`config.mk`:
```
export PLATFORM = sky130hd
export DESIGN_NAME = alu_operand_stage
export DESIGN_NICKNAME = d
export VERILOG_FILES = /design/src/rtl/alu_operand_stage.sv
export SDC_FILE = /design/constraint.sdc
export NUM_CORES = 2
export LEC_CHECK = 0
export CORE_MARGIN = 8
export CORE_UTILIZATION = 58
export CTS_BUF_LIST = sky130_fd_sc_hd__clkbuf_4
export CTS_CLUSTER_DIAMETER = 30
export DETAILED_ROUTE_END_ITERATION = 12
export GPL_ROUTABILITY_DRIVEN = 0
export PLACE_DENSITY = 0.79
export SLEW_MARGIN = 0
export SYNTH_ARGS = -nofsm -noshare
export SYNTH_HDL_FRONTEND = slang
export SYNTH_SLANG_ARGS = --single-unit
```
`constraint.sdc`:
```
create_clock -name clk -period 3.7 [get_ports clk]
set_clock_uncertainty 0.15 [all_clocks]
set_input_delay 0.37 -clock clk [delete_from_list [all_inputs] [get_ports clk]]
set_output_delay 0.37 -clock clk [all_outputs]
set_load 0.1 [all_outputs]
```
`src/rtl/alu_operand_stage.sv`:
```
// Decode / operand-fetch stage feeding alu_top: decodes the instruction word,
// reads the register file, builds operand 2, and tracks pending writes.
//
// Ports:
//   clk, reset (async, active-low)
//   in_valid/in_ready/in_ir          : instruction input handshake
//   out_valid/out_ready              : output register handshake
//   out_ir/out_instr_ID/out_rs/out_rt/out_dest/out_illegal : decoded bundle
//   wb_en/wb_addr/wb_data            : register writeback from downstream
module alu_operand_stage #(
    parameter int DATA_W = 32,
    parameter int NREG   = 32,
    parameter bit BYPASS = 1'b1
) (
    input  logic              clk,
    input  logic              reset,
    input  logic              in_valid,
    output logic              in_ready,
    input  logic [31:0]       in_ir,
    output logic              out_valid,
    input  logic              out_ready,
    output logic [31:0]       out_ir,
    output logic [31:0]       out_instr_ID,
    output logic [DATA_W-1:0] out_rs,
    output logic [DATA_W-1:0] out_rt,
    output logic [4:0]        out_dest,
    output logic              out_illegal,
    input  logic              wb_en,
    input  logic [4:0]        wb_addr,
    input  logic [DATA_W-1:0] wb_data
);

    logic [5:0]  op;
    logic [5:0]  funct;
    logic [4:0]  s, t, d, shamt;
    logic [15:0] imm;

    assign op    = in_ir[31:26];
    assign s     = in_ir[25:21];
    assign t     = in_ir[20:16];
    assign d     = in_ir[15:11];
    assign shamt = in_ir[10:6];
    assign funct = in_ir[5:0];
    assign imm   = in_ir[15:0];

    logic [DATA_W-1:0] rf_q [NREG];
    logic [DATA_W-1:0] rf_d [NREG];
    logic [NREG-1:0]   busy_q, busy_d;

    logic              valid_q, valid_d;
    logic [31:0]       ir_q, ir_d;
    logic [31:0]       id_q, id_d;
    logic [DATA_W-1:0] rs_q, rs_d;
    logic [DATA_W-1:0] rt_q, rt_d;
    logic [4:0]        dest_q, dest_d;
    logic              ill_q, ill_d;

    logic [31:0]       id;
    logic              is_r;
    logic              legal;
    logic [4:0]        dest;
    logic [DATA_W-1:0] rs_val, rt_reg, rt_val;
    logic [NREG-1:0]   wb_mask, busy_rd;
    logic              hazard, accept;

    // Opcode/funct to instruction ID; ID 0 marks an undecodable word.
    always_comb begin
        id   = 32'd0;
        is_r = 1'b0;
        unique case (op)
            6'd0: begin
                is_r = 1'b1;
                if (funct <= 6'd3) id = 32'(funct) + 32'd1;
            end
            6'd3: begin
                is_r = 1'b1;
                if (funct == 6'd0) id = 32'd7;
            end
            6'd4: begin
                is_r = 1'b1;
                if (funct == 6'd0) id = 32'd8;
            end
            6'd19: begin
                is_r = 1'b1;
                if (funct == 6'd0) id = 32'd24;
            end
            6'd1:  id = 32'd5;
            6'd2:  id = 32'd6;
            6'd5:  id = 32'd9;
            6'd6:  id = 32'd10;
            6'd20: id = 32'd25;
            6'd7: begin
                if (funct == 6'd0)      id = 32'd11;
                else if (funct == 6'd1) id = 32'd12;
            end
            default: id = 32'd0;
        endcase
    end

    assign legal = (id != 32'd0);
    assign dest  = is_r ? d : t;

    assign wb_mask = wb_en ? ({{(NREG-1){1'b0}}, 1'b1} << wb_addr)
                           : '0;

    // With forwarding, a writeback landing this cycle already counts as done.
    assign busy_rd = BYPASS ? (busy_q & ~wb_mask) : busy_q;

    assign rs_val = (BYPASS && wb_en && wb_addr == s) ? wb_data : rf_q[s];
    assign rt_reg = (BYPASS && wb_en && wb_addr == t) ? wb_data : rf_q[t];

    always_comb begin
        rt_val = '0;
        unique case (op)
            6'd0, 6'd3, 6'd4, 6'd19:
                rt_val = rt_reg;
            6'd1, 6'd2, 6'd20:
                rt_val = {{(DATA_W-16){imm[15]}}, imm};
            6'd5, 6'd6:
                rt_val = {{(DATA_W-16){1'b0}}, imm};
            6'd7:
                rt_val = {{(DATA_W-5){1'b0}}, shamt};
            default:
                rt_val = '0;
        endcase
    end

    assign hazard = in_valid & legal &
                    (busy_rd[s] | (is_r & busy_rd[t]) | busy_rd[dest]);

    assign in_ready = reset & (~valid_q | out_ready) & ~hazard;
    assign accept   = in_valid & in_ready;

    always_comb begin
        valid_d = valid_q;
        ir_d    = ir_q;
        id_d    = id_q;
        rs_d    = rs_q;
        rt_d    = rt_q;
        dest_d  = dest_q;
        ill_d   = ill_q;
        if (accept) begin
            valid_d = 1'b1;
            ir_d    = in_ir;
            id_d    = id;
            rs_d    = rs_val;
            rt_d    = rt_val;
            dest_d  = dest;
            ill_d   = ~legal;
        end else if (out_ready) begin
            valid_d = 1'b0;
        end
    end

    // Clear first so a same-cycle issue to the same register stays busy.
    always_comb begin
        busy_d = busy_q & ~wb_mask;
        if (accept && legal) busy_d[dest] = 1'b1;
    end

    always_comb begin
        rf_d = rf_q;
        if (wb_en) rf_d[wb_addr] = wb_data;
    end

    always_ff @(posedge clk or negedge reset) begin
        if (!reset) begin
            valid_q <= 1'b0;
            ir_q    <= '0;
            id_q    <= '0;
            rs_q    <= '0;
            rt_q    <= '0;
            dest_q  <= '0;
            ill_q   <= 1'b0;
            busy_q  <= '0;
            for (int i = 0; i < NREG; i++) rf_q[i] <= '0;
        end else begin
            valid_q <= valid_d;
            ir_q    <= ir_d;
            id_q    <= id_d;
            rs_q    <= rs_d;
            rt_q    <= rt_d;
            dest_q  <= dest_d;
            ill_q   <= ill_d;
            busy_q  <= busy_d;
            rf_q    <= rf_d;
        end
    end

    assign out_valid    = valid_q;
    assign out_ir       = ir_q;
    assign out_instr_ID = id_q;
    assign out_rs       = rs_q;
    assign out_rt       = rt_q;
    assign out_dest     = dest_q;
    assign out_illegal  = ill_q;

endmodule
```
==> out/qor.csv <==
stage;metric;value;unit
status;status;finished, violations left;
status;violations;hold timing, setup timing;
routing;totalWireLength;191000;um
floorplanning;die_height;343;um
timing;slew_viol_final;0;
place;place_ws;-0.678;ns
critical_path;end_kind;output pin;
floorplanning;die_w;343;um
critical_path;crit_fanout;6;
logic_synthesis;yosys_warnings;0;
final_layout;layout_common_cells;dfrtp_1, mux2_2, mux4_2;
global_route;gr-total-overflow;0;
routing;drtPass1Iterations;9;
floorplanning;start_util;58.2;%
place;hpwl;110000;um
final_layout;layout_commonest_cell;dfrtp_1;
job;cap_violations;0;
routing;viasPerCell;6.89;
place;port_buffers;184;
timing;rsz0062_at_grt;true;
cts;numCtsBuffers;335;
floorplanning;die-area;0.118;sq mm
place;dpl_cell_area;0.0672;sq mm
pwr;vdd_ir_drop_max;0.000340;V
logic_synthesis;synth_area_leaders;dfrtp_1, mux4_2, mux2_2, mux2i_1, clkbuf_1;
critical_path;setup.worst_path.class;input port to output pin;
cts;cts_tree;built;
floorplanning;row_count;120;
logic_synthesis;yosys.area.top_type;dfrtp_1;
cts;cts_root_buf;clkbuf_4;
timing;fin_crit_sh;109;%
timing;fin_ws;-0.331;ns
global_route;grt_max_degree;157;
critical_path;cp-start-kind;input port;
cts;htree_levels;5;
final_layout;design.final.nets;4707;
critical_path;worstPathRequired;3.18;ns
critical_path;worstPathArrival;3.51;ns
logic_synthesis;synth_area;0.0620;sq mm
timing;setup_viol;1;
global_route;grt_pass1_vias;45200;
final_layout;area_growth;16.3;%
floorplanning;core-area;0.107;sq mm
global_route;grt.total_usage;32.6;%
timing;tightest_slew;1.25;ns
logic_synthesis;synth.top_cell.area_share;47.0;%
timing;max_freq;248;MHz
logic_synthesis;seq_area_frac_synth;47.0;%
cts;clkLatencyLatePin;1.23;ns
timing;min_period;4.03;ns
min_path;hold_path.class;input port to flip-flop;
timing;max_slew_margin;16.8;%
global_route;antenna_found_initial;5;
logic_synthesis;synth-edff-count;0;
logic_synthesis;yosys.cell_types.count;68;
final_layout;fin_area;0.0721;sq mm
logic_synthesis;synthArstFlopShare;100;%
logic_synthesis;synth-seq-cells;1166;
pwr;p_leak;31.2;nW
routing;drc_errors;0;
floorplanning;io_pins;210;
timing;hold_viol;1;
timing;whs;-0.0143;ns
pwr;power_density;537;mW/mm^2
pwr;p_total;38.7;mW
routing;wl_per_cell;30.6;um
logic_synthesis;synth_ff_type;dfrtp_1;
final_layout;drive_above_1_share;54.0;%
routing;ant_nets;0;
logic_synthesis;syn_inst;4123;
global_route;grt_pass1_wl;287000;um
routing;drtIter0Drc;5363;
cts;cts_sinks;1166;
routing;vias;43000;
final_layout;nFillCells;7181;
logic_synthesis;syn_avg_cell_area;15.0;sq um
cts;cts_buffer_depth;4;
cts;cts.clk_slew.worst_paths;0.06;ns
-- Yosys cell counts, drive strengths merged (6+ instances only) --
cell / number
dfrtp: 1166
mux2: 1135
mux4: 580
clkbuf: 288
nand2: 171
buf: 161
o21ai: 122
mux2i: 118
nor2: 55
a22oi: 41
a32oi: 33
o31ai: 32
a31oi: 25
nor2b: 18
nor3: 15
nand3: 12
inv: 10
a211oi: 9
a2111oi: 8
a21oi: 8
nand4: 8
xor2: 8
a221oi: 7
a222oi: 7
and3: 6
nand3b: 6
nor4: 6
o22ai: 6
-- flip-flops by register name, indices dropped and copies added (netlist names) --
name          flops
busy_q           32
rf_q           1024
out_rs           32
out_rt           32
out_instr_ID      7
out_valid         1
out_illegal       1
out_ir           32
out_dest          5
-- routing by layer --
metal	track usage [%]	vias up	part of all wire (%)
li1	-	17200	-
met1	43.9	22400	38
met2	49.0	2848	46
met3	9.93	584	12
met4	15.3	2	4.7
met5	0	-	0.0073
-- power breakdown --
group	total, mW	leakage (nW)	internal, mW	switching, mW
Sequential	17.0	14.9	15.2	1.77
Clock	11.6	2.39	6.10	5.50
Combinational	10.1	13.9	5.14	4.99
-- worst max-delay path, stage by stage --
cell and delay, ns:
clkdlybuf4s50_1 0.44, or2_2 0.35, a21o_4 0.23, mux2_4 0.36
mux2i_1 0.15, a22o_1 0.25, or4_4 0.52, nor4_4 0.29
or2_4 0.18, and3_4 0.19, buf_12 0.17
-- per-stage QoR --
step	utilization [%]	TNS (ns)	std cells
after floorplan	-	0	4147
after global placement	63.0	-62.04	5599
after detailed placement	63.0	-80.21	5599
after CTS	67.6	-0.400	6235
after global routing	67.7	-0.413	6241
final	67.7	-0.331	6243
-- cell families (layout without fill, tap and decap cells) --
group / count (synthesis) / after routing / share of synthesized area, %
AOI/OAI and AO/OA: 319 / 319 / 3.46
xor gates and xnor gates: 10 / 10 / 0.141
adders and majority gates: 3 / 3 / 0.0605
buffers and inverters: 460 / 1148 / 3.10
DFF: 1166 / 1166 / 47.0
muxes: 1833 / 1833 / 43.7
other: 1 / 30 / 0.00605
and+or+nand+nor: 331 / 331 / 2.52
-- layout make-up --
class	count	area, sq um	share of cell area, %
sequential	1166	29200	40.4
timing repair buffer	595	5910	8.19
multi-input combinational	2521	31300	43.4
antenna	5	12.5	0.0173
clock inverter	77	457	0.633
tap	1403	1760	2.43
inverter	11	42.5	0.0590
clock buffer	465	3490	4.84
-- final timing paths --
path | startpoint | end | slack (ns) | cells past startpoint
setup / recovery | in_ir[29] | in_ready | -0.33 | 11
hold / removal | wb_addr[2] | busy_q[14] | -0.01 | 6
setup reg to reg | busy_q[22] | busy_q[3] | 0.35 | 13
hold reg to reg | out_instr_ID[5] | out_instr_ID[5] | 0.34 | 1
max in group asynchronous | reset | rf_q[1010] | 1.91 | 6
min in group asynchronous | reset | rf_q[973] | 0.28 | 4
-- repair_timing --
action / CTS / global route
hold buffers: 88 / 2
gates cloned: 0 / 0
hold endpoints to repair: 1808 / 2
buffers inserted: 6 / 1
pin swaps: 10 / 5
resized for setup: 20 / 10
setup endpoints to repair: 1 / 1
No activity file was read; power rests on OpenSTA's default activity.
